**src/rtl/vga_timing_pkg.sv**
```systemverilog
`default_nettype none
// ============================================================================
// Module  : vga_timing_pkg
// Brief   : Default 640x480@60Hz timing constants and counter helpers.
// Revision: 1.0
// ============================================================================
package vga_timing_pkg;

    localparam int c_COUNT_W   = 10;
    localparam int c_MAX_TOTAL = 1 << c_COUNT_W;

    localparam int c_DEF_H_VISIBLE = 640;
    localparam int c_DEF_H_FP      = 16;
    localparam int c_DEF_H_SYNC    = 96;
    localparam int c_DEF_H_BP      = 48;
    localparam int c_DEF_V_VISIBLE = 480;
    localparam int c_DEF_V_FP      = 10;
    localparam int c_DEF_V_SYNC    = 2;
    localparam int c_DEF_V_BP      = 33;

    localparam int c_DEF_H_TOTAL      = c_DEF_H_VISIBLE + c_DEF_H_FP + c_DEF_H_SYNC + c_DEF_H_BP;
    localparam int c_DEF_V_TOTAL      = c_DEF_V_VISIBLE + c_DEF_V_FP + c_DEF_V_SYNC + c_DEF_V_BP;
    localparam int c_DEF_H_SYNC_START = c_DEF_H_VISIBLE + c_DEF_H_FP;
    localparam int c_DEF_H_SYNC_END   = c_DEF_H_SYNC_START + c_DEF_H_SYNC;
    localparam int c_DEF_V_SYNC_START = c_DEF_V_VISIBLE + c_DEF_V_FP;
    localparam int c_DEF_V_SYNC_END   = c_DEF_V_SYNC_START + c_DEF_V_SYNC;

    typedef logic [c_COUNT_W-1:0] count_t;

    // Widened to int so a window ending exactly at 1024 still decodes correctly.
    function automatic logic in_window(input count_t val, input int lo, input int hi);
        return (int'(val) >= lo) && (int'(val) < hi);
    endfunction

endpackage
`default_nettype wire

```
**src/rtl/vga_pixel_tick.sv**
```systemverilog
`default_nettype none
// ============================================================================
// Module  : vga_pixel_tick
// Brief   : Divides clk by CLK_DIV into a one-cycle pixel-rate tick.
// Revision: 1.0
// ============================================================================
module vga_pixel_tick #(
    parameter int CLK_DIV = 2
) (
    input  logic clk,
    input  logic rst_n,
    output logic tick_o
);

    localparam int c_CNT_W = (CLK_DIV > 1) ? $clog2(CLK_DIV) : 1;
    localparam logic [c_CNT_W-1:0] c_CNT_LAST = c_CNT_W'(CLK_DIV - 1);

    logic [c_CNT_W-1:0] div_q;
    logic [c_CNT_W-1:0] div_d;

    assign tick_o = (div_q == c_CNT_LAST);

    always_comb begin
        div_d = div_q + 1'b1;
        if (tick_o) begin
            div_d = '0;
        end
    end

    always_ff @(posedge clk or negedge rst_n) begin
        if (!rst_n) begin
            div_q <= '0;
        end else begin
            div_q <= div_d;
        end
    end

endmodule
`default_nettype wire

```
**src/rtl/vga_timing_gen.sv**
```systemverilog
`default_nettype none
// ============================================================================
// Module  : vga_timing_gen
// Brief   : Raster timing generator: pixel/line counters, syncs, bright flag.
// Revision: 1.0
// ============================================================================
module vga_timing_gen
    import vga_timing_pkg::*;
#(
    parameter int CLK_DIV   = 2,
    parameter int H_VISIBLE = c_DEF_H_VISIBLE,
    parameter int H_FP      = c_DEF_H_FP,
    parameter int H_SYNC    = c_DEF_H_SYNC,
    parameter int H_BP      = c_DEF_H_BP,
    parameter int V_VISIBLE = c_DEF_V_VISIBLE,
    parameter int V_FP      = c_DEF_V_FP,
    parameter int V_SYNC    = c_DEF_V_SYNC,
    parameter int V_BP      = c_DEF_V_BP
) (
    input  logic                 clk,
    input  logic                 rst_n,
    output logic                 hSync,
    output logic                 vSync,
    output logic                 bright,
    output logic [c_COUNT_W-1:0] hCount,
    output logic [c_COUNT_W-1:0] vCount,
    output logic                 pixel_en,
    output logic                 frame_start
);

    localparam int c_H_TOTAL      = H_VISIBLE + H_FP + H_SYNC + H_BP;
    localparam int c_V_TOTAL      = V_VISIBLE + V_FP + V_SYNC + V_BP;
    localparam int c_H_SYNC_START = H_VISIBLE + H_FP;
    localparam int c_H_SYNC_END   = c_H_SYNC_START + H_SYNC;
    localparam int c_V_SYNC_START = V_VISIBLE + V_FP;
    localparam int c_V_SYNC_END   = c_V_SYNC_START + V_SYNC;
    localparam count_t c_H_LAST   = count_t'(c_H_TOTAL - 1);
    localparam count_t c_V_LAST   = count_t'(c_V_TOTAL - 1);

    generate
        if ((CLK_DIV < 1) || (c_H_TOTAL < 1) || (c_V_TOTAL < 1) ||
            (c_H_TOTAL > c_MAX_TOTAL) || (c_V_TOTAL > c_MAX_TOTAL)) begin : g_bad_params
            $error("vga_timing_gen: CLK_DIV must be >= 1 and totals must be 1..1024");
        end
    endgenerate

    logic   tick;
    count_t h_q, h_d;
    count_t v_q, v_d;
    logic   frame_wrap;
    logic   hsync_q, vsync_q, bright_q, pixel_en_q, frame_start_q;

    vga_pixel_tick #(
        .CLK_DIV (CLK_DIV)
    ) u_pixel_tick (
        .clk    (clk),
        .rst_n  (rst_n),
        .tick_o (tick)
    );

    always_comb begin
        h_d        = h_q;
        v_d        = v_q;
        frame_wrap = 1'b0;
        if (tick) begin
            if (h_q == c_H_LAST) begin
                h_d = '0;
                if (v_q == c_V_LAST) begin
                    v_d        = '0;
                    frame_wrap = 1'b1;
                end else begin
                    v_d = v_q + 1'b1;
                end
            end else begin
                h_d = h_q + 1'b1;
            end
        end
    end

    // Decoding from the next-state counts keeps syncs/bright aligned with the counters.
    always_ff @(posedge clk or negedge rst_n) begin
        if (!rst_n) begin
            h_q           <= '0;
            v_q           <= '0;
            hsync_q       <= 1'b1;
            vsync_q       <= 1'b1;
            bright_q      <= 1'b0;
            pixel_en_q    <= 1'b0;
            frame_start_q <= 1'b0;
        end else begin
            h_q           <= h_d;
            v_q           <= v_d;
            hsync_q       <= ~in_window(h_d, c_H_SYNC_START, c_H_SYNC_END);
            vsync_q       <= ~in_window(v_d, c_V_SYNC_START, c_V_SYNC_END);
            bright_q      <= in_window(h_d, 0, H_VISIBLE) & in_window(v_d, 0, V_VISIBLE);
            pixel_en_q    <= tick;
            frame_start_q <= frame_wrap;
        end
    end

    assign hCount      = h_q;
    assign vCount      = v_q;
    assign hSync       = hsync_q;
    assign vSync       = vsync_q;
    assign bright      = bright_q;
    assign pixel_en    = pixel_en_q;
    assign frame_start = frame_start_q;

endmodule
`default_nettype wire

```
**config.mk**
```make
export PLATFORM = sky130hd
export DESIGN_NAME = vga_timing_gen
export DESIGN_NICKNAME = d
export VERILOG_FILES = /design/src/rtl/vga_timing_pkg.sv /design/src/rtl/vga_pixel_tick.sv /design/src/rtl/vga_timing_gen.sv
export SDC_FILE = /design/constraint.sdc
export NUM_CORES = 1
export LEC_CHECK = 0
export CAP_MARGIN = 20
export CORE_MARGIN = 1
export CORE_UTILIZATION = 50
export CTS_CLUSTER_DIAMETER = 50
export DETAILED_ROUTE_END_ITERATION = 12
export GPL_TIMING_DRIVEN = 0
export PLACE_DENSITY = 0.78
export SETUP_SLACK_MARGIN = 0.15
export SYNTH_ARGS = -nofsm -noshare
export SYNTH_HDL_FRONTEND = slang
export SYNTH_HIERARCHICAL = 1
export SYNTH_SLANG_ARGS = --single-unit
```
**constraint.sdc**
```tcl
create_clock -name clk -period 2.35 [get_ports clk]
set_input_delay 0.47 -clock clk [delete_from_list [all_inputs] [get_ports clk]]
set_output_delay 0.47 -clock clk [all_outputs]
set_load 0.02 [all_outputs]
```
# After elaboration in Yosys (flattened, before gate mapping)
# Index checks and enable logic that the tools add are counted.
totals:
  inputBits: 2
  ff_bits: 26
  output_inout_bits: 25
  elab_cells: 33
classes:
  n_eq_ne: 2
  n_lt_le_gt_ge: 6
  muxes: 9
  bitwise_logic: 3
  add_sub_neg: 3
  n_reduce_logical: 2
ops:
  columns: ["op", "n"]
  rows:
  - ["10-bit 2-to-1 mux", 5]
  - ["10-bit by 1-bit adder with 10-bit output (second input constant)", 2]
  - ["10-bit == test (second input constant)", 2]
  - ["10-bit < comparator (second input constant)", 2]
  - ["10-bit by 9-bit < comparator with 1-bit output (second input constant)", 2]
  - ["10-bit greater-or-equal comparator (second input constant)", 1]
  - ["10-bit by 9-bit greater-or-equal comparator with 1-bit output (second input constant)", 1]
  - ["1-bit 2-to-1 mux", 4]
  - ["1-bit logical AND", 2]
  - ["1-bit NOT", 2]
  - ["1-bit adder (second input constant)", 1]
  - ["1-bit AND", 1]

# Depth between registers and ports, before layout
# Gate-level depths: netlist of run 1.
depth:
  word_depth: 7
  mapped_depth: 8
  depth_no_buf: 8

# Cells and area by module
# The synthesis of run 1 kept the hierarchy.
by_module_without_submodules:
  columns: ["mod", "n_inst", "seq_area_each_um2", "area_per_inst_um2", "cells_per_inst"]
  rows:
  - ["vga_timing_gen", 1, 628.1, 1333.8, 133]
  - ["vga_pixel_tick", 1, 25.0, 28.8, 2]

# Least setup slack after synthesis of run 1
# Ideal clock, no wire load.
synth_path:
  path_type: "register -> register"
  from: "register h_q[5] (netlist: hCount[5])"
  to: "register vsync_q (netlist: vSync)"
  synth_period_minus_slack_ns: 2.124
  setup_time_ns: 0.088
  stages_incl_launch_ff: 7
  slack_ns: 0.226
  arrival_ns: 2.036
  cell_sequence: "dfrtp_1 nor4b_4 nand4_2 nor4_2 xnor2_1 nand4_1 or3_1"
synth_via:
  elab_chain_len: 6
synth_lines:
  columns: ["item", "line", "source"]
  rows:
  - ["start: declaration", "vga_timing_gen.sv:48", "count_t h_q, h_d;"]
  - ["start signal: assignment", "vga_timing_gen.sv:83", "h_q <= '0;"]
  - ["start signal: assignment", "vga_timing_gen.sv:91", "h_q <= h_d;"]
  - ["10-bit == test *", "vga_timing_gen.sv:66", "if (h_q == c_H_LAST) begin"]
  - ["10-bit 2-to-1 mux *", "vga_timing_gen.sv:66", null]
  - ["10-bit 2-to-1 mux *", "vga_timing_gen.sv:65", "if (tick) begin"]
  - ["10-bit by 9-bit greater-or-equal comparator with 1-bit output / 10-bit by 9-bit < comparator with 1-bit output (equally long branches)", "vga_timing_pkg.sv:32", "return (int'(val) >= lo) && (int'(val) < hi);"]
  - ["1-bit logical AND *", "vga_timing_pkg.sv:32", null]
  - ["1-bit NOT *", "vga_timing_gen.sv:94", "vsync_q <= ~in_window(v_d, c_V_SYNC_START, c_V_SYNC_END);"]
  - ["end signal: assignment", "vga_timing_gen.sv:94", null]
  - ["end: declaration", "vga_timing_gen.sv:51", "logic hsync_q, vsync_q, bright_q, pixel_en_q, frame_start_q;"]
# Every way passes the cells marked *; elsewhere a longest branch is shown, timed or not.

# Worst setup path after layout of run 1
layout_path:
  from: "register h_q[6] (netlist: hCount[6])"
  to: "register vsync_q (netlist: vSync)"
layout_via:
  elab_chain_len: 6
layout_lines:
  columns: ["item", "line", "source"]
  rows:
  - ["10-bit == test *", "vga_timing_gen.sv:66", null]
  - ["10-bit 2-to-1 mux *", "vga_timing_gen.sv:66", null]
  - ["10-bit 2-to-1 mux *", "vga_timing_gen.sv:65", null]
  - ["net v_d[5]", "vga_timing_gen.sv:49", "count_t v_q, v_d;"]
  - ["10-bit by 9-bit greater-or-equal comparator with 1-bit output / 10-bit by 9-bit < comparator with 1-bit output (equally long branches)", "vga_timing_pkg.sv:32", null]
  - ["1-bit logical AND *", "vga_timing_pkg.sv:32", null]
  - ["1-bit NOT *", "vga_timing_gen.sv:94", null]
# Mark *: on every way through the listed nets, which the timed path passes. The rest lies on a longest branch.

==> summary.md, run 1 <==
| Metric | Value |
|---|---|
| Status | completed |
| Initial antenna violation count | 0 |
| RD Place Congestion | roughly 0.8 |
| Critical Path Sink Type | flop |
| Cell taking the most area after synthesis | dfrtp_1 |
| Post-Syn Nets | 140 |
| Flop and latch count out of synthesis | 26 |
| Wire length after detailed routing | between 3000 and 4000 µm |
| Utilization after layout | just over 70% |
| Post-DP HPWL | around 2000 µm |
| Layout cells sized above 1 | between 10% and 20% |
| Horiz. Die Dim | 54.2 µm |
| Ys flop type | dfrtp_1 |
| Syn Area/Cell | around 10 µm² |
| WL/cell | approximately 15 µm |
| Fillcell total | just under 200 |
| Largest net degree at the start of global routing | 27 |
| CTS tree | yes |
| PnR worst setup slack | 0.203 ns |
| Worst slew margin | between 60 and 70% |
| Post-synthesis cell area | 1360 µm² |
| Critical Path AT | ~2.4 ns |
| Top cells by area, synth | dfrtp_1, nand2_1, dfstp_2 |
| PD cells | approximately 360 nW/µm² |
| Vias per Instance | just under 6 |
| Area after DPL | 1660 µm² |
| Core area | 2520 µm² |
| Root buf cell | clkbuf_4 |
| Number of buffers created by CTS | 3 |
| Final Max Tran Viols | 0 |
| Max_cap viols | 0 |
| Final Non-Filler Cells | about 210 |
| Syn. warnings | 6 |
| Slew @ Worst Pin | a little over 0.5 ns |
| Post-route ant nets | 0 |
| Max FO, Critical Path | 4 |
| # DRC | 0 |
| Yosys top cell area share | between 40 and 50% |
| Clock tree buffer depth | 2 |
| Dpl cells | between 150 and 200 |
| Total Routing Usage GR | around a fifth |
| Final min period | roughly 2.1 ns |
| Reg2reg path depth | 7 |
| Iteration-0 DRC Markers | 42 |
| RSZ-0062 raised after global routing | false |
| TritonRoute pass-1 iters | 4 |
| PortBufs | 26 |
| Peak supply drop | between 0.3 and 0.4 mV |
| DIE HEIGHT | around 54 µm |
| Hold Fails Final Rpt | 0 |
| Htree depth | 1 |
| Yosys cell types | 38 |
| Reg2Reg Launch Point | hCount[6] |
| Initial Util | between 50 and 60% |
| ANT cells | 0 |
| Sequential fraction of the synthesis area | 47.9% |
| EDFF count, synth | 0 |
| # IOs | 27 |
| First-pass GRT wire length | 4310 µm |
| Area occupied by multi-input gates | around 700 µm² |
| Hold_buf cts | 0 |
| Register area | between 600 and 700 µm² |
| Leakage | around 0.78 nW |
| Min-Delay Path Class | in -> async |
| Design area | about 1800 µm² |
| P&R area growth vs syn | 31.9% |
| Worst Hold Slack | 0.475 ns |
| Clock Sinks | 26 |
| Setup CP Type | reg -> reg |
| Vias in the first global route | about 950 |
| CP Launch Type | flop |
| Setup Viol. Count Final | 0 |
| Worst-Skew Late Latency | approximately 0.31 ns |
| Tot Pwr | 0.655 mW |
| Final period util | 91.4% |
| Clock slew at reported path FFs | 0.14 ns |
| Layout Nets | about 180 |
| Total negative slack | 0 ns |
| DR vias | roughly 1200 |
| Pre-CTS WS | between 0.1 and 0.15 ns |
| Synth async-reset ratio | 100% |
| CP required | approximately 2.6 ns |
| RR Endpoint | vSync |
| Worst clock skew | around 0.0086 ns |
| Die area | ~2900 µm² |
| Max Fclk | 466 MHz |
| Flop2flop setup slack | between 0.2 and 0.25 ns |
| Grt total ovfl | 0 |
| Syn Inst Count | between 100 and 150 |
| FP Rows | 18 |
==> worst max-delay path, stage by stage (launching register included) <==
cell and delay (ns):
dfrtp_2 0.47, nor4b_4 0.38, and4_1 0.25, buf_6 0.11, nand4_1 0.16, xnor2_2 0.23, nand4_1 0.12, or3_1 0.37
==> power by group <==
part	switching (mW)	internal [mW]	total, mW
registers	0	0.448	0.448
clock network	0.129	0.0662	0.195
logic	0.00873	0.00374	0.0125
total	0.138	0.518	0.655
==> registers in the layout, indices dropped and copies added (netlist names) <==
signal and flops:
hCount 10, frame_start 1, bright 1, vSync 1, hSync 1, vCount 10, u_pixel_tick/tick_o 1, pixel_en 1
==> timing repair <==
action | CTS | global route
gates resized for setup | 2 | 6
setup buffers | 0 | 9
setup endpoints to repair | 1 | 1
pin swaps | 1 | 6
==> layout make-up <==
type / instances / area share (%)
clock buffers: 4 / 1.46
well taps: 30 / 2.09
inverters: 4 / 0.836
flip-flops and latches: 26 / 36.6
plain buffers: 5 / 2.02
multi-input cells: 100 / 38.0
repair buffers: 36 / 19.1
==> how the worst max path moves through the flow <==
stage                   start    end  slack (ns)  cells past startpoint
finish              hCount[6]  vSync        0.20                      7
CTS                 hCount[7]  vSync        0.16                      6
global placement    hCount[5]  vSync        0.17                      6
floorplan           hCount[5]  vSync        0.23                      6
global route        hCount[7]  vSync        0.05                      7
detailed placement  hCount[5]  vSync        0.11                      6
==> cells by family (layout without fill, tap and decap cells) <==
family / count (synthesis) / after routing / synth area share [%]
buffers and inverters: 9 / 49 / 3.40
multiplexers: 3 / 3 / 2.20
AND/OR/NAND/NOR: 63 / 63 / 26.6
AO/OA/AOI/OAI: 20 / 20 / 8.91
flip-flops: 26 / 26 / 47.9
adder cells (fa/ha/maj): 3 / 3 / 2.76
XOR/XNOR: 11 / 11 / 8.17
==> cells in the mapped netlist, types with 2 or more instances <==
cell type and n:
nor3b_1 2, mux2i_1 3, inv_1 4, clkbuf_1 3
ha_1 3, o21ai_0 9, nand4_1 6, dfrtp_1 24
nand3_1 8, xor2_1 3, and3_1 2, nor3_1 4
dfstp_2 2, a31oi_1 2, and2_1 3, nand2_1 17
a21oi_1 3, nor2_1 10, o31ai_1 2, xnor2_1 6
or3_1 2
==> placed cells by master (no fill, tap or decap), types with 4 or more instances in the layout <==
master | netlist | final
xnor2_1 | 6 | 6
clkdlybuf4s50_1 | 0 | 26
dfrtp_1 | 24 | 21
inv_1 | 4 | 4
nor2_1 | 10 | 10
o21ai_0 | 9 | 9
buf_4 | 1 | 9
nand2_1 | 17 | 17
nand4_1 | 6 | 6
nand3_1 | 8 | 8
nor3_1 | 4 | 4
==> routing by layer <==
metal	track usage [%]	up-vias	share of wire, %
li1	-	564	-
met1	28.4	585	46
met2	31.3	34	49
met3	3.67	2	5.0
met4	7.69	0	0.47
met5	0	-	0
(Power assumes the default switching activity.)
==> inputs of run 2 (changes only) <==
--- a/config.mk
+++ b/config.mk
@@ -6,6 +6,7 @@
 export NUM_CORES = 1
 export LEC_CHECK = 0
 export CAP_MARGIN = 20
+export CORE_ASPECT_RATIO = 1.1
 export CORE_MARGIN = 1
 export CORE_UTILIZATION = 50
 export CTS_CLUSTER_DIAMETER = 50
==> summary.md, run 2 (same netlist as run 1, synthesis figures left out) <==
| Metric | Value |
|---|---|
| Total negative slack | 0 ns (unchanged) |
| Post-DP HPWL | 2000 µm (-1.6%) |
| Status | completed |
| Top Layer Used | met4 |
| # DRC | 0 (unchanged) |
| DR vias | 1141 (-3.7%) |
| Vias in the first global route | 1067 (+12%) |
| Area occupied by multi-input gates | 682 µm² (unchanged) |
| Core area | 2540 µm² (+0.84%) |
| Leading cell type in the layout, fill and taps excluded | clkdlybuf4s50_1 |
| P&R area growth vs syn | 34.3% |
| Iteration-0 DRC Markers | 25 (-40%) |
| Met3 Wirelength | 117 µm (-22%) |
| Clock power frac | 39.6% (+9.8 points) |
| Htree depth | 1 (unchanged) |
| Worst-Skew Late Latency | 0.31 ns (about the same) |
| Comb pwr share | 2.0% (about the same) |
| Min-Delay Path Class | in -> async |
| Final Non-Filler Cells | 206 (+0.49%) |
| Worst Hold Slack | 0.495 ns (+0.0204 ns) |
| Fillcell total | 176 (-9.3%) |
| First-pass GRT wire length | 4730 µm (+9.6%) |
| Dpl cells | 192 (+0.52%) |
| Sw Pwr | 0.140 mW (+1.8%) |
| Vias per Instance | 5.54 (-4.2%) |
| Initial antenna violation count | 0 (unchanged) |
| Worst path slowest cell | dfrtp_2 |
| TritonRoute pass-1 iters | 4 (unchanged) |
| Final Max Tran Viols | 0 (unchanged) |
| Pre-CTS WS | 0.103 ns (-0.0101 ns) |
| Grt total ovfl | 0 (unchanged) |
| Max FO, Critical Path | 10 (+6) |
| Cell Chain, Critical Path | nor4b_4 > nand4_4 > clkbuf_2 > nor3_1 > a41oi_1 > or3_1 |
| CTS tree | yes |
| Total Routing Usage GR | 21.4% (+1.0 points) |
| Initial Util | 53.6% (-0.45 points) |
| Max Fclk | 479 MHz (+2.8%) |
| Final period util | 88.9% (-2.5 points) |
| Setup CP Type | reg -> reg |
| Clock Sinks | 26 (unchanged) |
| DIE HEIGHT | 56.8 µm (+4.7%) |
| Leakage | 0.792 nW (+2.1%) |
| ANT cells | 0 (unchanged) |
| WL/cell | 14.3 µm (-2.5%) |
| Worst clock skew | 0.00506 ns (-0.00352 ns) |
| Post-route ant nets | 0 (unchanged) |
| # IOs | 27 (unchanged) |
| Wire length after detailed routing | 2950 µm (-2.0%) |
| Die area | 2940 µm² (about the same) |
| PnR worst setup slack | 0.261 ns (+0.0580 ns) |
| Clock tree buffer depth | 2 (unchanged) |
| PD cells | 419 nW/µm² (+15%) |
| Critical Path AT | 2.34 ns (-0.05 ns) |
| Met1 wire length | 1290 µm (-6.6%) |
| Commonest non-fill, non-tap cells in the layout | clkdlybuf4s50_1, dfrtp_1, nand2_1, nor2_1 |
| CP Launch Type | flop |
| Number of buffers created by CTS | 3 (unchanged) |
| Metal2 WL | 1500 µm (+2.6%) |
| Layout Nets | 181 (unchanged) |
| Register area | 657 µm² (unchanged) |
| RSZ-0062 raised after global routing | false |
| Layout cells sized above 1 | 17.1% (+1.1 points) |
| Final min period | 2.09 ns (-0.0580 ns) |
| PortBufs | 26 (unchanged) |
| Max_cap viols | 0 (unchanged) |
| Switching share of power | 18.3% (-2.7 points) |
| Hold Fails Final Rpt | 0 (unchanged) |
| Sequential share of power | 58.4% (-9.9 points) |
| Critical Path Sink Type | flop |
| CP required | 2.61 ns (about the same) |
| Slew @ Worst Pin | 0.550 ns (+0.0344 ns) |
| Worst slew margin | 63.2% (-2.3 points) |
| P_int | 0.626 mW (+21%) |
| FP Rows | 19 (+1) |
| Root buf cell | clkbuf_4 |
| RD Place Congestion | 0.852 (+6.1%) |
| Clock slew at reported path FFs | 0.14 ns (about the same) |
| Crit path largest cell delay | 0.47 ns (about the same) |
| Largest net degree at the start of global routing | 27 (unchanged) |
| Peak supply drop | 0.405 mV (+25%) |
| Utilization after layout | 71.9% (+0.68 points) |
| Setup Viol. Count Final | 0 (unchanged) |
| Horiz. Die Dim | 51.8 µm (-4.5%) |
run 2: metal layers:
layer	GRT usage (%)	vias to the layer above
li1	-	560
met1	28.1	544
met2	34.9	33
met3	3.52	4
met4	8.11	0
met5	0	-
run 2: through the flow:
step / instance area (µm²) / power (mW)
after floorplan: 1360 / 0.456
after detailed placement: 1660 / 0.466
after global routing: 1830 / 0.795
after global placement: 1660 / 0.466
final: 1830 / 0.766
after CTS: 1720 / 0.774
run 2: cell type report:
class	instances	share of cell area, %
Tap cell	31	2.12
Buffer	5	1.57
Timing Repair Buffer	36	19.4
Clock buffer	3	1.23
Multi-Input combinational cell	100	37.3
Inverter	4	0.821
Clock inverter	1	1.64
Sequential cell	26	35.9
run 2: final timing paths:
check	start	to	slack, ns	depth (start not counted)
setup / recovery	hCount[6]	vSync	0.26	6
hold / removal	rst_n	vCount[7]	0.50	1
setup reg to reg	hCount[6]	vSync	0.26	6
hold reg to reg	hCount[9]	hCount[9]	0.56	1
max in group asynchronous	rst_n	hSync	1.31	2
min in group clk	hCount[9]	hCount[9]	0.56	1
run 2: timing repair:
| action | CTS | global route |
|---|---|---|
| resized for setup | 2 | 7 |
| cloned | 0 | 0 |
| hold buffers | 0 | 0 |
| pin swaps | 1 | 6 |
| setup buffers | 0 | 9 |
| setup endpoints to repair | 1 | 1 |
run 2: power groups by stage:
stage / registers, mW / logic, mW / clock network (mW)
after detailed placement: 0.456 / 0.0104 / 0
after CTS: 0.448 / 0.0104 / 0.316
final: 0.448 / 0.0153 / 0.303
after global placement: 0.456 / 0.0101 / 0
after floorplan: 0.456 / 0.000000251 / 0
after global routing: 0.448 / 0.0179 / 0.329
run 2: critical path, delay by kind of cell (launching register included):
kind / cells / cell delay, ns
flip-flops: 1 / 0.47
buffers and inverters: 1 / 0.24
AND/OR/NAND/NOR: 4 / 1.23
AO/OA/AOI/OAI: 1 / 0.09
